File: src/rtl/axis_check_sequencer_if.sv
//------------------------------------------------------------------------------
// +--------------------------------------------------------------------------+
// | Module      : axis_check_sequencer_if                                    |
// | Description : Minimal AXI4-Stream bundle (valid/ready/data) used on both |
// |               sides of the check sequencer.                              |
// | Ports       : valid  - source has a beat                                 |
// |               ready  - sink accepts the beat                             |
// |               data   - beat payload, DATA_WIDTH bits                     |
// | Revision    : 1.0 - initial release                                      |
// +--------------------------------------------------------------------------+
//------------------------------------------------------------------------------
`default_nettype none

interface axis_check_sequencer_if #(
  parameter int DATA_WIDTH = 32
);
  logic                  valid;
  logic                  ready;
  logic [DATA_WIDTH-1:0] data;

  modport master (output valid, output data, input ready);
  modport slave  (input valid, input data, output ready);
endinterface

`default_nettype wire

File: src/rtl/axis_check_sequencer.sv
//------------------------------------------------------------------------------
// +--------------------------------------------------------------------------+
// | Module      : axis_check_sequencer                                       |
// | Description : Run controller for a stream reference-check pass. Holds    |
// |               the comparator in reset until a run is requested, forwards |
// |               exactly NUM_BEATS beats, watches the comparator pass flag, |
// |               runs a stall watchdog and freezes a verdict.               |
// | Ports       : clk, reset      - clock, synchronous active-high reset     |
// |               start, abort    - run request / run termination           |
// |               in  (slave)     - stream from the design under check       |
// |               out (master)    - stream to the comparator                 |
// |               cmp_resetn      - active-low comparator reset              |
// |               cmp_pass        - comparator pass flag (1 cycle lag)       |
// |               done/pass/timed_out/aborted - frozen verdict               |
// |               beat_count      - beats accepted this run                  |
// |               fail_beat       - first failing beat, all-ones if none     |
// | Revision    : 1.0 - initial release                                      |
// +--------------------------------------------------------------------------+
//------------------------------------------------------------------------------
`default_nettype none

module axis_check_sequencer #(
  parameter int DATA_WIDTH  = 32,
  parameter int NUM_BEATS   = 1024,
  parameter int TIMEOUT     = 4096,
  parameter int COUNT_WIDTH = $clog2(NUM_BEATS + 1)
) (
  input  logic                   clk,
  input  logic                   reset,
  input  logic                   start,
  input  logic                   abort,
  axis_check_sequencer_if.slave  in,
  axis_check_sequencer_if.master out,
  output logic                   cmp_resetn,
  input  logic                   cmp_pass,
  output logic                   done,
  output logic                   pass,
  output logic                   timed_out,
  output logic                   aborted,
  output logic [COUNT_WIDTH-1:0] beat_count,
  output logic [COUNT_WIDTH-1:0] fail_beat
);

  localparam int                     WD_WIDTH  = $clog2(TIMEOUT);
  localparam logic [COUNT_WIDTH-1:0] LAST_BEAT = COUNT_WIDTH'(NUM_BEATS - 1);
  localparam logic [COUNT_WIDTH-1:0] NO_FAIL   = '1;
  localparam logic [WD_WIDTH-1:0]    WD_LAST   = WD_WIDTH'(TIMEOUT - 1);

  typedef enum logic [2:0] {
    S_IDLE   = 3'd0,
    S_ARM    = 3'd1,
    S_RUN    = 3'd2,
    S_SETTLE = 3'd3,
    S_DONE   = 3'd4
  } state_t;

  state_t                state;
  state_t                state_next;
  logic [WD_WIDTH-1:0]   wd_count;
  logic                  accept;
  logic                  fail_seen;
  logic [DATA_WIDTH-1:0] data_pass;

  // Payload is a pure wire; only the handshake is gated by the state.
  assign data_pass = in.data;
  assign out.data  = data_pass;

  // Computed from the raw inputs rather than in.ready so the handshake
  // decode does not loop back through the output mux.
  assign accept    = (state == S_RUN) && in.valid && out.ready;
  assign fail_seen = !cmp_pass && (fail_beat == NO_FAIL);

  always_ff @(posedge clk) begin
    if (reset) begin
      state <= S_IDLE;
    end else begin
      state <= state_next;
    end
  end

  always_comb begin
    state_next = state;
    cmp_resetn = 1'b1;
    in.ready   = 1'b0;
    out.valid  = 1'b0;
    case (state)
      S_IDLE: begin
        cmp_resetn = 1'b0;
        if (start) state_next = S_ARM;
      end
      S_ARM: begin
        cmp_resetn = 1'b0;
        state_next = S_RUN;
      end
      S_RUN: begin
        in.ready  = out.ready;
        out.valid = in.valid;
        // Priority: abort, then final beat, then watchdog.
        if (abort) begin
          state_next = S_DONE;
        end else if (accept && (beat_count == LAST_BEAT)) begin
          state_next = S_SETTLE;
        end else if (!accept && (wd_count == WD_LAST)) begin
          state_next = S_DONE;
        end
      end
      S_SETTLE: state_next = S_DONE;
      S_DONE:   if (start) state_next = S_ARM;
      default:  state_next = S_IDLE;
    endcase
  end

  always_ff @(posedge clk) begin
    if (reset) begin
      beat_count <= '0;
      wd_count   <= '0;
      fail_beat  <= NO_FAIL;
      done       <= 1'b0;
      pass       <= 1'b0;
      timed_out  <= 1'b0;
      aborted    <= 1'b0;
    end else begin
      case (state)
        S_ARM: begin
          beat_count <= '0;
          wd_count   <= '0;
          fail_beat  <= NO_FAIL;
          done       <= 1'b0;
          pass       <= 1'b0;
          timed_out  <= 1'b0;
          aborted    <= 1'b0;
        end
        S_RUN: begin
          // cmp_pass lags by one beat, so the failing beat is the one
          // counted before this cycle.
          if (fail_seen) fail_beat <= beat_count - 1'b1;
          if (abort) begin
            // A beat handshaken alongside abort still passes downstream
            // but is deliberately left out of the count.
            done    <= 1'b1;
            aborted <= 1'b1;
          end else if (accept) begin
            beat_count <= beat_count + 1'b1;
            wd_count   <= '0;
          end else if (wd_count == WD_LAST) begin
            done      <= 1'b1;
            timed_out <= 1'b1;
          end else begin
            wd_count <= wd_count + 1'b1;
          end
        end
        S_SETTLE: begin
          if (fail_seen) fail_beat <= beat_count - 1'b1;
          done <= 1'b1;
          pass <= cmp_pass && (fail_beat == NO_FAIL);
        end
        default: ;
      endcase
    end
  end

endmodule

`default_nettype wire

File: src/flat_wrapper.sv
// flat-port wrapper written by rule: the top's interface ports become plain ports
module axis_check_sequencer_flat 
#(
  parameter int DATA_WIDTH  = 32,
  parameter int NUM_BEATS   = 1024,
  parameter int TIMEOUT     = 4096,
  parameter int COUNT_WIDTH = $clog2(NUM_BEATS + 1)
)
  (clk, reset, start, abort, cmp_resetn, cmp_pass, done, pass, timed_out, aborted, beat_count, fail_beat, in_valid, in_data, in_ready, out_valid, out_data, out_ready);
  axis_check_sequencer_if #(.DATA_WIDTH(DATA_WIDTH)) in_i ();
  axis_check_sequencer_if #(.DATA_WIDTH(DATA_WIDTH)) out_i ();
  input  logic clk;
  input  logic reset;
  input  logic start;
  input  logic abort;
  output logic cmp_resetn;
  input  logic cmp_pass;
  output logic done;
  output logic pass;
  output logic timed_out;
  output logic aborted;
  output logic [COUNT_WIDTH-1:0] beat_count;
  output logic [COUNT_WIDTH-1:0] fail_beat;
  input wire logic [$bits(in_i.valid)-1:0] in_valid;
  input wire logic [$bits(in_i.data)-1:0] in_data;
  output wire logic [$bits(in_i.ready)-1:0] in_ready;
  output wire logic [$bits(out_i.valid)-1:0] out_valid;
  output wire logic [$bits(out_i.data)-1:0] out_data;
  input wire logic [$bits(out_i.ready)-1:0] out_ready;
  assign in_i.valid = in_valid;
  assign in_i.data = in_data;
  assign in_ready = in_i.ready;
  assign out_valid = out_i.valid;
  assign out_data = out_i.data;
  assign out_i.ready = out_ready;
  axis_check_sequencer #(.DATA_WIDTH(DATA_WIDTH), .NUM_BEATS(NUM_BEATS), .TIMEOUT(TIMEOUT), .COUNT_WIDTH(COUNT_WIDTH)) u_core (.clk(clk), .reset(reset), .start(start), .abort(abort), .in(in_i), .out(out_i), .cmp_resetn(cmp_resetn), .cmp_pass(cmp_pass), .done(done), .pass(pass), .timed_out(timed_out), .aborted(aborted), .beat_count(beat_count), .fail_beat(fail_beat));
endmodule
File: config.mk
export PLATFORM = sky130hd
export DESIGN_NAME = axis_check_sequencer_flat
export DESIGN_NICKNAME = d
export VERILOG_FILES = /design/src/rtl/axis_check_sequencer_if.sv /design/src/rtl/axis_check_sequencer.sv /design/src/flat_wrapper.sv
export SDC_FILE = /design/constraint.sdc
export NUM_CORES = 1
export LEC_CHECK = 0
export BUFFER_PORTS_ARGS = -buffer_cell sky130_fd_sc_hd__buf_2
export CORE_MARGIN = 2
export CORE_UTILIZATION = 45
export DETAILED_ROUTE_END_ITERATION = 16
export GPL_ROUTABILITY_DRIVEN = 0
export PLACE_DENSITY = 0.8
export SLEW_MARGIN = 10
export SYNTH_ARGS = -nofsm -noshare
export SYNTH_HDL_FRONTEND = slang
export SYNTH_SLANG_ARGS = --single-unit
File: constraint.sdc
create_clock -name clk -period 2.21 [get_ports clk]
set_input_delay 0 -clock clk [delete_from_list [all_inputs] [get_ports clk]]
set_output_delay 0 -clock clk [all_outputs]
set_load 0.01 [all_outputs]
Word level (Yosys, flattened, before mapping)
Cells that the tools add are included.

Bits in registers: 41. Input bits: 39. Logic and storage cells: 78.

$add $sub $neg: 3. Equal/unequal tests: 18. Mux-type cells: 26. Reductions and logical operators: 23.

Operator list (count): $pmux 11 s2 (2); $mux 12 (3); $mux 11 (3); $pmux 12 s2 (1); $add 12x1->12 const B (1); $eq 12x12->1 const B (1); $mux 3 (4); $pmux 3 s4 (1); $add 11x1->11 const B (1); $eq 11x10->1 const B (1); $eq 11x11->1 const B (1); $sub 11x1->11 const B (1); $reduce_and 3->1 (3); $mux 1 (8); $ne 2x2->1 const B (4); $eq 3x2->1 const B (2); $logic_and 1x1->1 (6); $ne 2x1->1 const B (3); $ne 3x3->1 const B (2); $pmux 1 s2 (3); $reduce_and 2->1 (3); $reduce_bool 2->1 (3); $reduce_or 2->1 (3); $ne 4x4->1 const B (1); 8 further kinds (9).

Depth between registers and ports, before layout
Gate-level depths: netlist of the first run.

Depth in word-level cells: 9. Depth in mapped cells: 6.

Least setup slack after synthesis of the first run
No wires, ideal clock.

Path type: register -> register. From: register u_core.wd_count[0]. To: register u_core.timed_out. Data arrival time: 1.756 ns. Data required time: 2.093 ns. Slack: 0.337 ns. Stages on the path, launching flop included: 7. Buffers on the path: 1. Clock period less this slack: 1.873 ns. Cells stage by stage: dfxtp_1 > ha_1 > nand3_1 > nor4_1 > clkbuf_1 > o221ai_1 > a32o_1.

Cells in the longest elaborated chain, start to end: 3.

RTL lines: start, declared (line axis_check_sequencer.sv:59) `logic [WD_WIDTH-1:0] wd_count;`; start signal, assigned (line axis_check_sequencer.sv:149) `wd_count <= wd_count + 1'b1;`; $eq 12x12->1 (line axis_check_sequencer.sv:145) `end else if (wd_count == WD_LAST) begin`; $ne 2x2->1 (no line); $reduce_and 4->1 (no line); end signal, assigned (line axis_check_sequencer.sv:120) `timed_out <= 1'b0;`; end signal, assigned (line axis_check_sequencer.sv:130) `timed_out <= 1'b0;`; end signal, assigned (line axis_check_sequencer.sv:147) `timed_out <= 1'b1;`; end, declared (line axis_check_sequencer.sv:38) `output logic timed_out,`.

Every way passes these cells. A chain may end at the register's enable or synchronous reset.

Final worst setup path of the first run
From: register u_core.state[0]. To: register u_core.wd_count[8].

Cells in the longest elaborated chain, start to end: 6.

RTL lines: start, declared (line axis_check_sequencer.sv:57) `state_t state;`; start signal, assigned (line axis_check_sequencer.sv:77) `state <= state_next;`; $eq 3x2->1 (line axis_check_sequencer.sv:70, axis_check_sequencer.sv:123); $logic_and 1x1->1 (2 in a row) (line axis_check_sequencer.sv:70) `assign accept = (state == S_RUN) && in.valid && out.ready;`; $mux 12 (line axis_check_sequencer.sv:142) `end else if (accept) begin`; $mux 12 (line axis_check_sequencer.sv:137) `if (abort) begin`; $pmux 12 s2 (line axis_check_sequencer.sv:123) `case (state)`.

Parallel ways exist; a longest one is shown, timed or not. The select of a mux whose other input is x is not followed.

==> implementation parameters, run 1 <==
Parameter                              Value

Routing
  Average via count per standard cell ... 5.75
  DRT antenna net count ... 0
  Total routed wirelength ... 5400 um
  Number of vias in the routed layout ... 2163
  Wire length per cell after detailed routing ... 14.4 um
  First-iteration detailed-routing DRC count ... 141
  Post-route DRC violation count ... 0
  Detailed-router iteration count before antenna repair ... 5

Timing
  Final worst-path setup slack ... 0.180 ns
  Highest achievable clock rate ... 493 MHz
  Total setup violations reported at the end of the flow ... 0
  Worst clock skew on the final layout ... 0.00785 ns
  Hold_ws ... 0.00000392 ns
  Worst slew margin ... 57.1%
  Fin Setup TNS ... 0 ns
  Final number of hold-violating endpoints ... 0
  Least-Margin Pin Slew ... 0.639 ns
  Setup repair after global routing missed its margin ... no
  Tcrit/Tclk final ... 91.8%
  Post-layout minimum cycle time ... 2.03 ns
  Pins Over Slew Limit ... 0

Min path
  Worst Min Path Start ... in_data[0]
  Worst Hold End ... out_data[0]
  Cell count of the worst hold path ... 0
  HP Class ... input port to primary output

Clocking
  H-tree depth reported by CTS ... 2
  Longest Clk Path Bufs ... 2
  Clock sink count ... 41
  Cell at the root of the clock tree ... clkbuf_8
  Clock latency on the worst-skew pair ... 0.29 ns
  CTS tree ... built
  Cts bufs inserted ... 5
  Clock transition at path regs ... 0.08 ns

Job
  Max-cap violations ... 0

Place
  Final HPWL DP ... 3930 um
  Number of input and output port buffers inserted ... 35
  Number of cells after detailed placement ... 366
  Area after detailed placement ... 2500 sq um
  Post-placement setup slack ... 0.151 ns

Floorplan
  Area of the core ... 5200 sq um
  Die width ... 78.0 um
  Y dimension of the die ... 78.0 um
  Die Outline Area ... 6090 sq um
  Number of placed I/O pins ... 100
  Placement row count ... 26
  Starting Density ... 47.4%

Yosys
  Register area share after synthesis ... 33.3%
  Top-count cell post-synth ... dfxtp_1
  Number of enable-type register cells in the synthesized netlist ... 0
  Top cell types by occurrence after synthesis ... dfxtp_1 (41), buf_4 (33), nand2_1 (26)
  Number of distinct library cell variants in the gate-level netlist after synthesis ... 52
  Seq cells post-synth ... 41
  Cells after Synth ... 299
  Warning count from the yosys run ... 0
  Most used flip-flop cell after synthesis ... dfxtp_1
  Yosys top cell area share ... 33.3%
  Nets in the synthesized netlist ... 341
  Cell type contributing the most total cell area after synthesis ... dfxtp_1
  Largest cells by area after synthesis ... dfxtp_1 (33%), buf_4 (10%), nand2_1 (4.0%), mux2i_1 (3.2%), xnor2_1 (3.2%)
  Share of synthesized flip-flops with an asynchronous set or reset ... 0%
  Summed instance area of the synthesized netlist ... 2460 sq um
  Post-synthesis area per instance ... 8.24 sq um

Outcome
  Result of the run ... complete, no violations

Finish
  Filler instances ... 498
  Fin area ... 2600 sq um
  Count of antenna diodes in the layout ... 0
  Share of post-route cells with drive strength above 1 ... 20.3%
  Non-filler cells in the finished layout ... 376
  Area used by sequential logic in the layout ... 821 sq um
  Area added between synthesis and finish ... 5.53%
  Layout Nets ... 347
  Multi-input combinational cell area ... 1310 sq um

Power and ir drop
  IR Drop Worst-Case VDD ... 0.244 mV
  Leak Pwr ... 0.958 nW
  Power density of the placed cells ... 523 nW/um^2

Critical path
  Cell breakdown of the critical path ... nor3b_2 > o2111ai_1 > or4_1 > a21boi_0
  Arr. time, crit path ... 2.24 ns
  CP endpoint kind ... flop
  Kind of cell with the highest combined delay on the critical path ... simple AND/OR/NAND/NOR gates
  WS Path Type ... flop to flop
  Max stage delay cell, worst path ... or4_1
  R2R Path Start ... u_core.state[0]
  Buf+Inv Stages, Crit Path ... 0
  Highest net fanout along the worst path ... 10
  Reg-to-reg endpoint ... u_core.wd_count[8]
  Depth of the worst register-to-register path ... 4
  Launch point of the worst path ... u_core.state[0]
  CP max stage delay ... 0.55 ns
  Worst Setup Start Kind ... flop
  CP required ... 2.43 ns
  Worst reg-to-reg setup slack ... 0.18 ns

Global route
  Vias in the first global route ... 2038
  Initial antenna violation count ... 0
  Global-route wire length before repair ... 9110 um
  Pin count of the biggest net entering global routing ... 20
  Overall fraction of global-route tracks in use ... 18.3%
  Remaining global-route overflow ... 0
## power by group
part           switching (W)  total [W]  internal, W
clock network       0.000253   0.000472     0.000219
registers          0.0000107   0.000756     0.000746
logic              0.0000814   0.000132    0.0000511
total               0.000345    0.00136      0.00102
## state kept, by name (all words and copies together) (netlist names)
signal and cells:
u_core.timed_out 1, u_core.done 1, u_core.wd_count 12, u_core.pass 1, u_core.fail_beat 11, u_core.beat_count 11
u_core.state 3, u_core.aborted 1
## cells in the final DEF, fill, tap and decap left out, types with 6 or more instances in the layout
cell type	n
dfxtp_1	41
buf_2	35
nand2_1	26
a21oi_1	14
nor2_1	13
o21ai_0	13
nor3_1	12
nand3_1	12
buf_4	12
xnor2_1	9
mux2i_1	8
inv_1	7
nand2b_1	7
or4_1	7
nand4_1	6
and4_1	6
## per-stage QoR
step	total power, W	utilization, %
after detailed placement	0.000903	48.0
after global placement	0.000897	48.0
after floorplan	0.000918	-
after global routing	0.00142	50.0
final	0.00136	50.0
after CTS	0.00137	49.8
## layout make-up
cell class	instances	share of cell area [%]
multi-input combinational	202	50.3
sequential	41	31.6
timing repair buffer	48	10.6
clock inverter	2	0.385
tap	70	3.37
clock buffer	6	2.79
inverter	7	1.01
## how the worst max path moves through the flow
stage,endpoint,cells past startpoint
floorplan,u_core.timed_out,6
global placement,u_core.beat_count[7],4
detailed placement,u_core.wd_count[11],4
global route,u_core.beat_count[9],4
CTS,u_core.wd_count[11],4
finish,u_core.wd_count[8],4
## layer usage
layer	global-route usage, %	up-vias	share of wire, %
met5	0	-	0
met4	7.54	0	2.0
li1	-	1070	-
met1	21.7	1033	44
met3	4.60	17	4.9
met2	31.5	43	49
## logic make-up (layout without fill, tap and decap cells)
family / after synthesis / in the layout / share of synthesized area (%)
AO/OA/AOI/OAI: 60 / 60 / 16.2
AND/OR/NAND/NOR: 121 / 121 / 28.5
flip-flops: 41 / 41 / 33.3
XOR/XNOR: 10 / 10 / 3.55
adder cells (fa/ha/maj): 3 / 3 / 1.52
buffers and inverters: 56 / 63 / 13.7
multiplexers: 8 / 8 / 3.25
## timing repair
action                                 in CTS  in global routing
endpoints found under the hold margin       1                  0
setup endpoints to repair                   0                  4
gates resized for setup                     0                  1
setup buffers                               0                  1
hold buffers                                1                  0
Power figures use the tool's default switching activity.
==> inputs of run 2 (changes only) <==
BUFFER_PORTS_ARGS = default   (was -buffer_cell sky130_fd_sc_hd__buf_2)
DONT_BUFFER_PORTS = 1   (was default)
PLACE_DENSITY = 0.65   (was 0.8)
==> run 2 against run 1 <==
  * Sequential share of layout area increased by 1.4 points
  * Fmax increased by 1.6%
  * Count of clock-buffer cells in the layout decreased by 1
  * Via count decreased by 6.7%
  * Die area unchanged
  * Hold slack about the same
  * Sequential power about the same
  * Critical endpoint unchanged
  * Highest routed layer unchanged
==> implementation parameters, run 2 (same netlist as run 1, synthesis figures left out) <==
Parameter                              Value

Outcome
  Result of the run ... complete, no violations

Global route
  Met2 Usage GRT ... 27.7% (-3.8 points)
  Met1 layer usage reported by global route ... 23.3% (+1.6 points)
  GR Util met3 ... 5.86% (+1.3 points)
  Most congested layer reported by global routing ... met2
  Pin count of the biggest net entering global routing ... 20 (unchanged)
  Initial antenna violation count ... 0 (unchanged)
  Global-route wire length before repair ... 9000 um (-1.1%)
  Overall fraction of global-route tracks in use ... 18.2% (-0.069 points)
  Remaining global-route overflow ... 0 (unchanged)
  Vias in the first global route ... 1877 (-7.9%)

Clocking
  Post-CTS setup-driven buffer insertion count ... 0 (unchanged)
  H-tree depth reported by CTS ... 2 (unchanged)
  Cell at the root of the clock tree ... clkbuf_8
  Cts bufs inserted ... 5 (unchanged)
  CTS tree ... built
  Clock latency on the worst-skew pair ... 0.30 ns (about the same)
  Clock sink count ... 41 (unchanged)
  Longest Clk Path Bufs ... 2 (unchanged)
  Clock transition at path regs ... 0.08 ns (about the same)

Timing
  Least-Margin Pin Slew ... 0.743 ns (+0.104 ns)
  Fin Setup TNS ... 0 ns (unchanged)
  Worst clock skew on the final layout ... 0.00952 ns (+0.00167 ns)
  Final number of hold-violating endpoints ... 0 (unchanged)
  Highest achievable clock rate ... 500 MHz (+1.6%)
  Tcrit/Tclk final ... 90.4% (-1.4 points)
  Setup repair after global routing missed its margin ... no
  Total setup violations reported at the end of the flow ... 0 (unchanged)
  Post-layout minimum cycle time ... 2.00 ns (-0.0311 ns)
  Pins Over Slew Limit ... 0 (unchanged)
  Worst slew margin ... 50.3% (-6.8 points)

Finish
  Most flop-heavy register ... u_core.wd_count
  Most common cell after layout, fill and taps aside ... dfxtp_1
  Max reg flops ... 12 (unchanged)
  Multi-input combinational cell area ... 1310 sq um (+0.38%)
  Top library cells by usage in the layout, fill and taps aside ... dfxtp_1 (40), nand2_1 (26), a21oi_1 (14)
  Share of post-route cells with drive strength above 1 ... 10.7% (-9.6 points)
  Filler instances ... 520 (+4.4%)
  Area used by sequential logic in the layout ... 822 sq um (+0.15%)
  Count of antenna diodes in the layout ... 0 (unchanged)
  Area added between synthesis and finish ... 1.17%
  Non-filler cells in the finished layout ... 342 (-9.0%)
  Registers with the most flip-flops ... u_core.wd_count: 12 flops, u_core.beat_count: 11 flops, u_core.fail_beat: 11 flops
  Layout Nets ... 313 (-9.8%)

Min path
  HP Class ... input port to primary output

Critical path
  CP required ... 2.43 ns (about the same)
  Arr. time, crit path ... 2.22 ns (-0.02 ns)
  CP endpoint kind ... flop
  Max stage delay cell, worst path ... or4_1
  Worst Setup Start Kind ... flop
  Highest net fanout along the worst path ... 10 (unchanged)
  Cell breakdown of the critical path ... nor4b_4 > o2111ai_1 > or4_1 > a21boi_0
  CP max stage delay ... 0.56 ns (about the same)
  Worst reg-to-reg setup slack ... 0.21 ns (+0.03 ns)
  WS Path Type ... flop to flop

Power and ir drop
  IR Drop Worst-Case VDD ... 0.247 mV (+0.97%)
  Sw Pwr ... 0.000359 W (+4.2%)
  Share of total power in the clock network ... 45.1% (+10 points)
  Power density of the placed cells ... 642 nW/um^2 (+23%)
  Share of power burned in combinational logic ... 7.6% (-2.1 points)
  Switch share ... 22.4% (-2.9 points)
  Int Pwr ... 0.00124 W (+22%)
  Leak Pwr ... 0.836 nW (-13%)
  Sequential power share ... 47.4% (-8.2 points)

Routing
  Detailed-router iteration count before antenna repair ... 4 (-1)
  DRT antenna net count ... 0 (unchanged)
  Number of vias in the routed layout ... 2018 (-6.7%)
  First-iteration detailed-routing DRC count ... 98 (-30%)
  Total routed wirelength ... 5310 um (-1.7%)
  Wire length per cell after detailed routing ... 15.5 um (+8.0%)
  Average via count per standard cell ... 5.90 (+2.6%)
  Post-route DRC violation count ... 0 (unchanged)

Floorplan
  Die width ... 78.0 um (unchanged)
  Y dimension of the die ... 78.0 um (unchanged)
  Placement row count ... 26 (unchanged)
  Area of the core ... 5200 sq um (unchanged)
  Number of placed I/O pins ... 100 (unchanged)
  Die Outline Area ... 6090 sq um (unchanged)
  Starting Density ... 47.4% (unchanged)

Place
  Number of cells after detailed placement ... 332 (-9.3%)
  Number of input and output port buffers inserted ... 0 (-100%)
  Final HPWL DP ... 3920 um (-0.21%)

Job
  Max-cap violations ... 0 (unchanged)
-- run 2: cell types whose count changed in the layout (fill, tap and decap cells not counted) --
cell           change
a2111oi_0          +1
a2111oi_1          -1
buf_2             -35
bufinv_16          +2
clkbuf_1           -1
clkinv_2           -1
dfxtp_1            -1
dfxtp_2            +1
dlygate4sd3_1      +1
nor3b_2            -1
nor3b_4            +1
-- run 2: per-stage QoR --
stage	cell area (sq um)	power, W	util (%)	hold slack [ns]	worst slack (ns)
detailed placement	2330	0.000887	44.8	0.0000686	0.172
global route	2490	0.00166	47.9	0.0000151	0.0247
CTS	2490	0.00161	47.8	0.0000686	0.141
global placement	2330	0.000885	44.8	0.0000686	0.242
finish	2490	0.00160	47.9	0.00000389	0.211
floorplan	2460	0.000918	-	0.0918	0.337
-- run 2: power by group through the flow --
| stage | sequential [W] | clock, W | combinational (W) |
|---|---|---|---|
| finish | 0.000759 | 0.000721 | 0.000121 |
| global route | 0.000761 | 0.000761 | 0.000135 |
| CTS | 0.000758 | 0.000732 | 0.000120 |
| detailed placement | 0.000775 | 0 | 0.000112 |
| global placement | 0.000774 | 0 | 0.000111 |
| floorplan | 0.000770 | 0 | 0.000148 |
-- run 2: what timing repair did --
item / 4_1_cts / 5_1_grt
setup endpoints to repair: 0 / 8
endpoints found under the hold margin: 23 / 0
hold buffers: 2 / 0
resized for setup: 0 / 2
-- run 2: worst paths after layout --
| path | startpoint | to | cells past startpoint |
|---|---|---|---|
| max | u_core.state[2] | u_core.wd_count[8] | 4 |
| min | in_data[3] | out_data[3] | 0 |
| max reg2reg | u_core.state[2] | u_core.wd_count[8] | 4 |
| min reg2reg | u_core.wd_count[9] | u_core.wd_count[9] | 2 |
-- run 2: cell type report --
cell class | count | share of cell area, %
multi-input cells | 202 | 52.7
flip-flops and latches | 41 | 33.0
repair buffers | 14 | 4.42
well taps | 70 | 3.51
clock buffers | 5 | 2.76
clock inverters | 3 | 2.61
inverters | 7 | 1.05
-- run 2: layer usage --
metal	up-vias	share of wire, %
li1	1004	-
met2	56	45
met5	-	0
met4	0	2.6
met3	25	6.8
met1	933	46
-- run 2: worst max-delay path, delay by kind of cell (launching register included) --
| family | cells | cell delay [ns] |
|---|---|---|
| flip-flops | 1 | 0.44 |
| AND/OR/NAND/NOR | 2 | 1.01 |
| AO/OA/AOI/OAI | 2 | 0.47 |
